`src/rtl/serial_add_ctrl_pkg.sv`:
```
// Shared constants for the bit-serial adder controller: state encodings and index sizing.
package serial_add_ctrl_pkg;

  // Controller state encodings (binary, 2 bits)
  localparam logic [1:0] IDLE   = 2'd0;
  localparam logic [1:0] ADD_AB = 2'd1;
  localparam logic [1:0] ADD_C  = 2'd2;
  localparam logic [1:0] FINISH = 2'd3;

  localparam int unsigned STATE_W = 2;

  // Bit-index register width: clog2(width), never narrower than one bit
  function automatic int unsigned idx_width(input int unsigned width);
    int unsigned w;
    w = 1;
    if (width > 1) begin
      w = $clog2(width);
    end
    return w;
  endfunction

endpackage

```
`src/rtl/serial_add_ctrl_half_adder.sv`:
```
// Single-bit half adder cell; purely combinational.
module half_adder (
  input  logic a_i,
  input  logic b_i,
  output logic sum_c,
  output logic carry_c
);

  // Sum and carry of two bits
  always_comb begin
    sum_c   = a_i ^ b_i;
    carry_c = a_i & b_i;
  end

endmodule

```
`src/rtl/serial_add_ctrl.sv`:
```
// Bit-serial adder: reuses one half_adder twice per bit (a+b, then partial+carry)
// to form {cout,sum} = a + b + cin over 2*WIDTH busy cycles.
module serial_add_ctrl
  import serial_add_ctrl_pkg::*;
#(
  parameter int unsigned WIDTH = 8
) (
  input  logic             clk,
  input  logic             rst,
  input  logic             start,
  input  logic [WIDTH-1:0] a,
  input  logic [WIDTH-1:0] b,
  input  logic             cin,
  output logic             busy,
  output logic             done,
  output logic [WIDTH-1:0] sum,
  output logic             cout
);

  localparam int unsigned     IDXW     = idx_width(WIDTH);
  localparam logic [IDXW-1:0] LAST_IDX = IDXW'(WIDTH - 1);

  logic [STATE_W-1:0] state_q, state_d;
  logic [IDXW-1:0]    idx_q, idx_d;
  logic               carry_q, carry_d;
  logic               p_q, p_d;
  logic               c1_q, c1_d;
  logic [WIDTH-1:0]   a_q, a_d;
  logic [WIDTH-1:0]   b_q, b_d;
  logic [WIDTH-1:0]   result_q, result_d;
  logic [WIDTH-1:0]   sum_q, sum_d;
  logic               cout_q, cout_d;
  logic               busy_q, busy_d;
  logic               done_q, done_d;

  logic               ha_a_c;
  logic               ha_b_c;
  logic               ha_sum_c;
  logic               ha_carry_c;

  // Shared half-adder cell
  half_adder u_half_adder (
    .a_i     (ha_a_c),
    .b_i     (ha_b_c),
    .sum_c   (ha_sum_c),
    .carry_c (ha_carry_c)
  );

  // Operand mux: current operand bits in ADD_AB, partial sum + running carry in ADD_C
  always_comb begin
    ha_a_c = 1'b0;
    ha_b_c = 1'b0;
    case (state_q)
      ADD_AB: begin
        ha_a_c = a_q[0];
        ha_b_c = b_q[0];
      end
      ADD_C: begin
        ha_a_c = p_q;
        ha_b_c = carry_q;
      end
      default: begin
        ha_a_c = 1'b0;
        ha_b_c = 1'b0;
      end
    endcase
  end

  // Next-state and datapath update
  always_comb begin
    state_d  = state_q;
    idx_d    = idx_q;
    carry_d  = carry_q;
    p_d      = p_q;
    c1_d     = c1_q;
    a_d      = a_q;
    b_d      = b_q;
    result_d = result_q;
    sum_d    = sum_q;
    cout_d   = cout_q;

    case (state_q)
      IDLE: begin
        if (start) begin
          a_d     = a;
          b_d     = b;
          carry_d = cin;
          idx_d   = '0;
          state_d = ADD_AB;
        end
      end

      ADD_AB: begin
        p_d     = ha_sum_c;
        c1_d    = ha_carry_c;
        state_d = ADD_C;
      end

      ADD_C: begin
        for (int unsigned i = 0; i < WIDTH; i++) begin
          if (idx_q == IDXW'(i)) begin
            result_d[i] = ha_sum_c;
          end
        end
        carry_d = c1_q | ha_carry_c;
        // Operands shift right so bit 0 always holds the bit being added
        a_d     = a_q >> 1;
        b_d     = b_q >> 1;
        if (idx_q == LAST_IDX) begin
          // Publish on the FINISH entry edge so sum/cout are valid alongside done
          sum_d   = result_d;
          cout_d  = carry_d;
          state_d = FINISH;
        end else begin
          idx_d   = idx_q + IDXW'(1);
          state_d = ADD_AB;
        end
      end

      FINISH: begin
        state_d = IDLE;
      end

      default: begin
        state_d = IDLE;
      end
    endcase

    busy_d = (state_d == ADD_AB) || (state_d == ADD_C);
    done_d = (state_d == FINISH);
  end

  // State and datapath registers
  always_ff @(posedge clk or posedge rst) begin
    if (rst) begin
      state_q  <= IDLE;
      idx_q    <= '0;
      carry_q  <= 1'b0;
      p_q      <= 1'b0;
      c1_q     <= 1'b0;
      a_q      <= '0;
      b_q      <= '0;
      result_q <= '0;
      sum_q    <= '0;
      cout_q   <= 1'b0;
      busy_q   <= 1'b0;
      done_q   <= 1'b0;
    end else begin
      state_q  <= state_d;
      idx_q    <= idx_d;
      carry_q  <= carry_d;
      p_q      <= p_d;
      c1_q     <= c1_d;
      a_q      <= a_d;
      b_q      <= b_d;
      result_q <= result_d;
      sum_q    <= sum_d;
      cout_q   <= cout_d;
      busy_q   <= busy_d;
      done_q   <= done_d;
    end
  end

  assign busy = busy_q;
  assign done = done_q;
  assign sum  = sum_q;
  assign cout = cout_q;

endmodule

```
`config.mk`:
```
export PLATFORM = sky130hd
export DESIGN_NAME = serial_add_ctrl
export DESIGN_NICKNAME = d
export VERILOG_FILES = /design/src/rtl/serial_add_ctrl_pkg.sv /design/src/rtl/serial_add_ctrl_half_adder.sv /design/src/rtl/serial_add_ctrl.sv
export SDC_FILE = /design/constraint.sdc
export NUM_CORES = 1
export LEC_CHECK = 0
export CAP_MARGIN = 0
export CORE_MARGIN = 4
export CORE_UTILIZATION = 45
export DETAILED_ROUTE_END_ITERATION = 12
export PLACE_DENSITY = 0.76
export REMOVE_ABC_BUFFERS = 1
export SLEW_MARGIN = 20
export SYNTH_ARGS = -nofsm -noshare
export SYNTH_HDL_FRONTEND = slang
export SYNTH_SLANG_ARGS = --single-unit
```
`constraint.sdc`:
```
create_clock -name clk -period 2.5 [get_ports clk]
set_clock_uncertainty 0.2 [all_clocks]
set_input_delay 0.375 -clock clk [delete_from_list [all_inputs] [get_ports clk]]
set_output_delay 0.375 -clock clk [all_outputs]
set_load 0.03 [all_outputs]
```
* Word-level counts from Yosys, hierarchy flattened
Index checks and enable logic that the tools add are counted.
Widths: inputs -> output; s select.
** Word-level totals
- Word-level logic and storage cells :: 60
- Register bits after elaboration :: 43
- Input bits :: 20
- Output and inout bits :: 11
** Operators by class
- Eq/ne operators :: 15
- Bitwise operators :: 3
- $add $sub $neg :: 1
- Mux-type cells :: 22
- Reduce and logical (&&, ||, !) cells :: 7
** Operators by type and width (count)
- $pmux 8 s2 :: 2
- $mux 8 :: 2
- $eq 3x3->1 const B :: 4
- $mux 1 :: 9
- $eq 2x2->1 const B :: 4
- $pmux 2 s4 :: 1
- $eq 3x2->1 const B :: 2
- $mux 3 :: 2
- $pmux 1 s2 :: 3
- $pmux 3 s2 :: 1
- $eq 2x1->1 const B :: 2
- $mux 2 :: 2
- $ne 2x2->1 const B :: 2
- $reduce_and 2->1 :: 2
- $add 3x1->3 const B :: 1
- $eq 3x1->1 const B :: 1
- $logic_not 3->1 :: 1
- $reduce_and 3->1 :: 1
- $logic_not 2->1 :: 1
- $reduce_bool 2->1 :: 1
- $and 1x1->1 :: 1
- $logic_or 1x1->1 :: 1
- $or 1x1->1 :: 1
- $xor 1x1->1 :: 1

* Logic depth before layout (Yosys ltp)
- Depth in word-level cells :: 5
- Depth in mapped cells :: 9

* Cells and area by module
A second synthesis with hierarchy kept.
** Unflattened totals
- Cell total of the unflattened synthesis :: 193
- Area total of the unflattened synthesis :: 2095.8 µm²
** Modules (own cells, without submodules)
- serial_add_ctrl :: cells an instance 192, area an instance 2083.2 µm², times used 1, sequential area each 1051.0 µm²
- half_adder :: cells an instance 1, area an instance 12.5 µm², times used 1, sequential area each 0.0 µm²

* Worst setup path after synthesis
Ideal clock, no wire load.
- Kind :: register to register
- Start point :: register state_q[0]
- End point :: register result_q[4]
- Data required time :: 2.173 ns
- Library setup time :: 0.127 ns
- Setup slack :: 0.319 ns
- Arrival time :: 1.854 ns
- Cell stages (with the launch flop) :: 10
- Cells stage by stage :: dfrtp_1 > inv_1 > ha_1 > buf_6 > a22oi_1 > nor2b_1 > ha_1 > clkbuf_1 > buf_2 > mux2_1
** Between the ends
- Word-level cells in the longest chain between the ends :: 4
- Elaborated cells on any way between the ends :: 6
- Classes of those cells :: eq/ne (2); mux (3); bitwise (1)
** Ends and longest elaborated chain
- start: declaration :: RTL line serial_add_ctrl.sv:23 : logic [STATE_W-1:0] state_q, state_d;
- start signal: assignment :: RTL line serial_add_ctrl.sv:149 : state_q <= state_d;
- $eq 2x2->1 / $eq 2x1->1 (equally long branches) :: RTL line serial_add_ctrl.sv:53 : case (state_q)
- $pmux 1 s2 :: RTL line serial_add_ctrl.sv:53
- $xor 1x1->1 (*) :: RTL line serial_add_ctrl_half_adder.sv:11 : sum_c = a_i ^ b_i;
- via ha_sum_c :: RTL line serial_add_ctrl.sv:38 : logic ha_sum_c;
- $mux 1 (*) :: RTL line serial_add_ctrl.sv:101 : if (idx_q == IDXW'(i)) begin
- end signal: assignment :: RTL line serial_add_ctrl.sv:156 : result_q <= result_d;
- end: declaration :: RTL line serial_add_ctrl.sv:30 : logic [WIDTH-1:0] result_q, result_d;
The timed path passes the listed nets; every way through them passes the cells marked *.
A chain may end at the register's enable or synchronous reset.

* Worst setup path after layout
- Start point :: register state_q[0]
- End point :: register result_q[5]
Same word-level chain as after synthesis.

==> impl_metrics.csv <==
group,metric,value,unit
global_routing,grt_first_pass_wirelength,6651,um
placed_design,gp_congestion,0.8258,
die,core-area,4692,um2
worst_setup_path,reg2reg_slack,0.36,ns
worst_setup_path,reg2reg_to,"result_q[5]",
timing,slew_headroom,63.51,%
synthesis,syn_area,2172,um2
die,die_x,77.48,um
detailed_routing,wirelength,3569,um
detailed_routing,ant_nets,0,
synthesis,ys_types,33,
die,initial_utilization,46.29,%
detailed_routing,viasPerCell,5.098,
clock_network,clockBufferDepth,2,
worst_setup_path,critPathCaptureType,"register",
timing,period_share,85.50,%
hold_path,hp-start,"b_q[6]",
finish,areaGrowthSynthToFinish,19.01,%
synthesis,postSynthCellCount,190,
outcome,outcome,"finished clean",
job,drv_cap,0,
finish,final_nets,254,
synthesis,synthTopCellsByArea,"dfrtp_1 (48%), mux2i_1 (10%), ha_1 (7.5%)",
worst_setup_path,reg2reg_depth,6,
worst_setup_path,critPathBufInv,1,
finish,nFillCells,443,
clock_network,cts.sinks,42,
finish,final_cell_mix,"dfrtp_1 (42), clkdlybuf4s50_1 (30), nand2_1 (22)",
die,std_cell_rows,25,
finish,final_common_cell,"dfrtp_1",
clock_network,cts_root_buf,"clkbuf_8",
hold_path,min_path_type,"register to register",
global_routing,grt_max_degree,43,
global_routing,antenna_found_initial,0,
worst_setup_path,slowest_delay,0.41,ns
finish,multi_input_area,988.4,um2
finish,fin_area,2585,um2
global_routing,grt_usage,13.80,%
timing,tightestPinTransition,0.5358,ns
power_and_ir_drop,vdd_drop_max,0.7055,mV
detailed_routing,wl_per_cell,12.93,um
global_routing,grt_pass1_vias,1418,
power_and_ir_drop,power_density,1036,nW/um2
synthesis,synth_top_cell_area_share,48.39,%
placed_design,io_buffers,30,
synthesis,synth-seq-cells,42,
synthesis,postSynthAreaPerCell,11.43,um2
clock_network,post-cts-setup-buffers,0,
synthesis,synth_top_cell_by_area,"dfrtp_1",
synthesis,synth-seq-area-share,48.39,%
worst_setup_path,timing.rr.start,"state_q[0]",
placed_design,post-dp-hpwl,2576,um
detailed_routing,num_vias,1407,
hold_path,min_to,"b_q[6]",
worst_setup_path,crit_path_cell_trace,"inv_1 > ha_1 > a22oi_1 > nor2b_1 > ha_2 > mux2_1",
detailed_routing,drt_first_pass_iters,2,
clock_network,path_clk_slew,0.09,ns
die,dieArea,6002,um2
timing,max_freq,0.4678,GHz
finish,final_layout_size_suffix_gt1_share,17.12,%
clock_network,cts_tree,"done",
worst_setup_path,criticalPathCategory,"register to register",
synthesis,yosysWarnings,0,
clock_network,cts_buffers,5,
die,ios,31,
hold_path,hold_depth,2,
timing,rsz0062_at_grt,"false",
worst_setup_path,path_max_fanout,16,
clock_network,clkLatencyLatePin,0.30,ns
worst_setup_path,critical_path.top_delay_family,"adder cells",
worst_setup_path,required,2.48,ns
timing,holdWs,0.2828,ns
worst_setup_path,cp-start-kind,"register",
finish,seq_area,1051,um2
timing,hold_viol_final,0,
finish,n_antenna_cell,0,
worst_setup_path,critical-path-slowest-cell,"dfrtp_1",
die,die_h,77.48,um
clock_network,cts-htree-levels,2,
timing,finalCriticalPeriod,2.138,ns
global_routing,grt-ovfl-total,0,
power_and_ir_drop,leakage,1.212,nW
worst_setup_path,cp.arrival,2.12,ns
timing,setup_viol,0,
detailed_routing,drt_iter0_markers,122,
timing,report.final.slew_viol_count,0,
placed_design,placement.cell_area,2492,um2
detailed_routing,drc,0,
==> Yosys cell counts, drive strengths merged <==
cell	instances
o31ai	1
dfrtp	42
nand3	3
a21oi	10
and2	1
a22oi	2
a31oi	1
mux2	10
nor4	1
inv	8
nand2	22
ha	13
a21o	1
clkbuf	1
buf	11
nor2b	5
a211oi	1
o41ai	1
o21ai	17
a22o	2
mux2i	22
nand2b	1
and3	1
and2b	1
nor2	12
==> sequential cells by signal, indices dropped and copies added, names as in the netlist, 2 cells and up <==
signal    flops
a_q           8
b_q           8
idx_q         3
sum           8
result_q      7
state_q       2
==> cell type report <==
| class | count | area share (%) |
|---|---|---|
| sequential | 42 | 40.66 |
| timing repair buffer | 36 | 13.84 |
| clock inverter | 3 | 0.8228 |
| multi-input combinational | 128 | 38.24 |
| clock buffer | 5 | 2.662 |
| inverter | 8 | 1.162 |
| tap | 54 | 2.614 |
==> worst max path at each step <==
stage,from,endpoint,slack [ns],depth (start not counted)
floorplan,state_q[0],idx_q[2],-1.08,5
global placement,state_q[1],result_q[4],0.37,6
detailed placement,state_q[0],result_q[5],0.25,6
CTS,state_q[0],result_q[5],0.26,6
global route,state_q[1],sum[2],0.09,7
finish,state_q[0],result_q[5],0.36,6
==> through the flow <==
stage / worst slack (ns) / power (mW) / instances / TNS [ns] / utilization, %
after detailed placement: 0.2500 / 2.257 / 268 / 0 / 53.12
final: 0.3625 / 2.678 / 276 / 0 / 55.09
after floorplan: -1.081 / 1.894 / 178 / -19.67 / -
after global routing: 0.09371 / 2.921 / 276 / 0 / 55.09
after global placement: 0.3743 / 2.219 / 268 / 0 / 53.12
after CTS: 0.2596 / 2.708 / 276 / 0 / 55.04
==> logic make-up (layout without fill, tap and decap cells) <==
logic type / after synthesis / after routing / synth area share, %
AOI/OAI and AO/OA: 36 / 36 / 11.87
DFF: 42 / 42 / 48.39
adders and majority gates: 13 / 13 / 7.489
muxes: 32 / 32 / 15.84
and+or+nand+nor: 47 / 47 / 9.620
buffers and inverters: 20 / 52 / 6.797
==> power by group <==
part	internal, mW	total (mW)	leakage, nW	switching (mW)
logic	0.566	1.22	0.615	0.653
clock network	0.196	0.448	0.0441	0.252
registers	0.891	1.01	0.553	0.119
==> what timing repair did <==
| action | 4_1_cts | 5_1_grt |
|---|---|---|
| resized for setup | 0 | 1 |
| hold buffers | 0 | 0 |
| setup endpoints to repair | 0 | 4 |
==> layer usage <==
| metal | routed length, um | track usage (%) | up-vias |
|---|---|---|---|
| met5 | 0 | 0 | - |
| met1 | 1816 | 18.88 | 663 |
| met4 | 38 | 3.203 | 0 |
| met2 | 1557 | 21.68 | 24 |
| li1 | - | - | 715 |
| met3 | 156 | 3.944 | 5 |
==> tightest hold or removal path, delay by kind of cell (launching register included) <==
family | cells | cell delay [ns]
compound gates | 1 | 0.05
flops | 1 | 0.35
simple gates | 1 | 0.06
(Power assumes the default switching activity.)
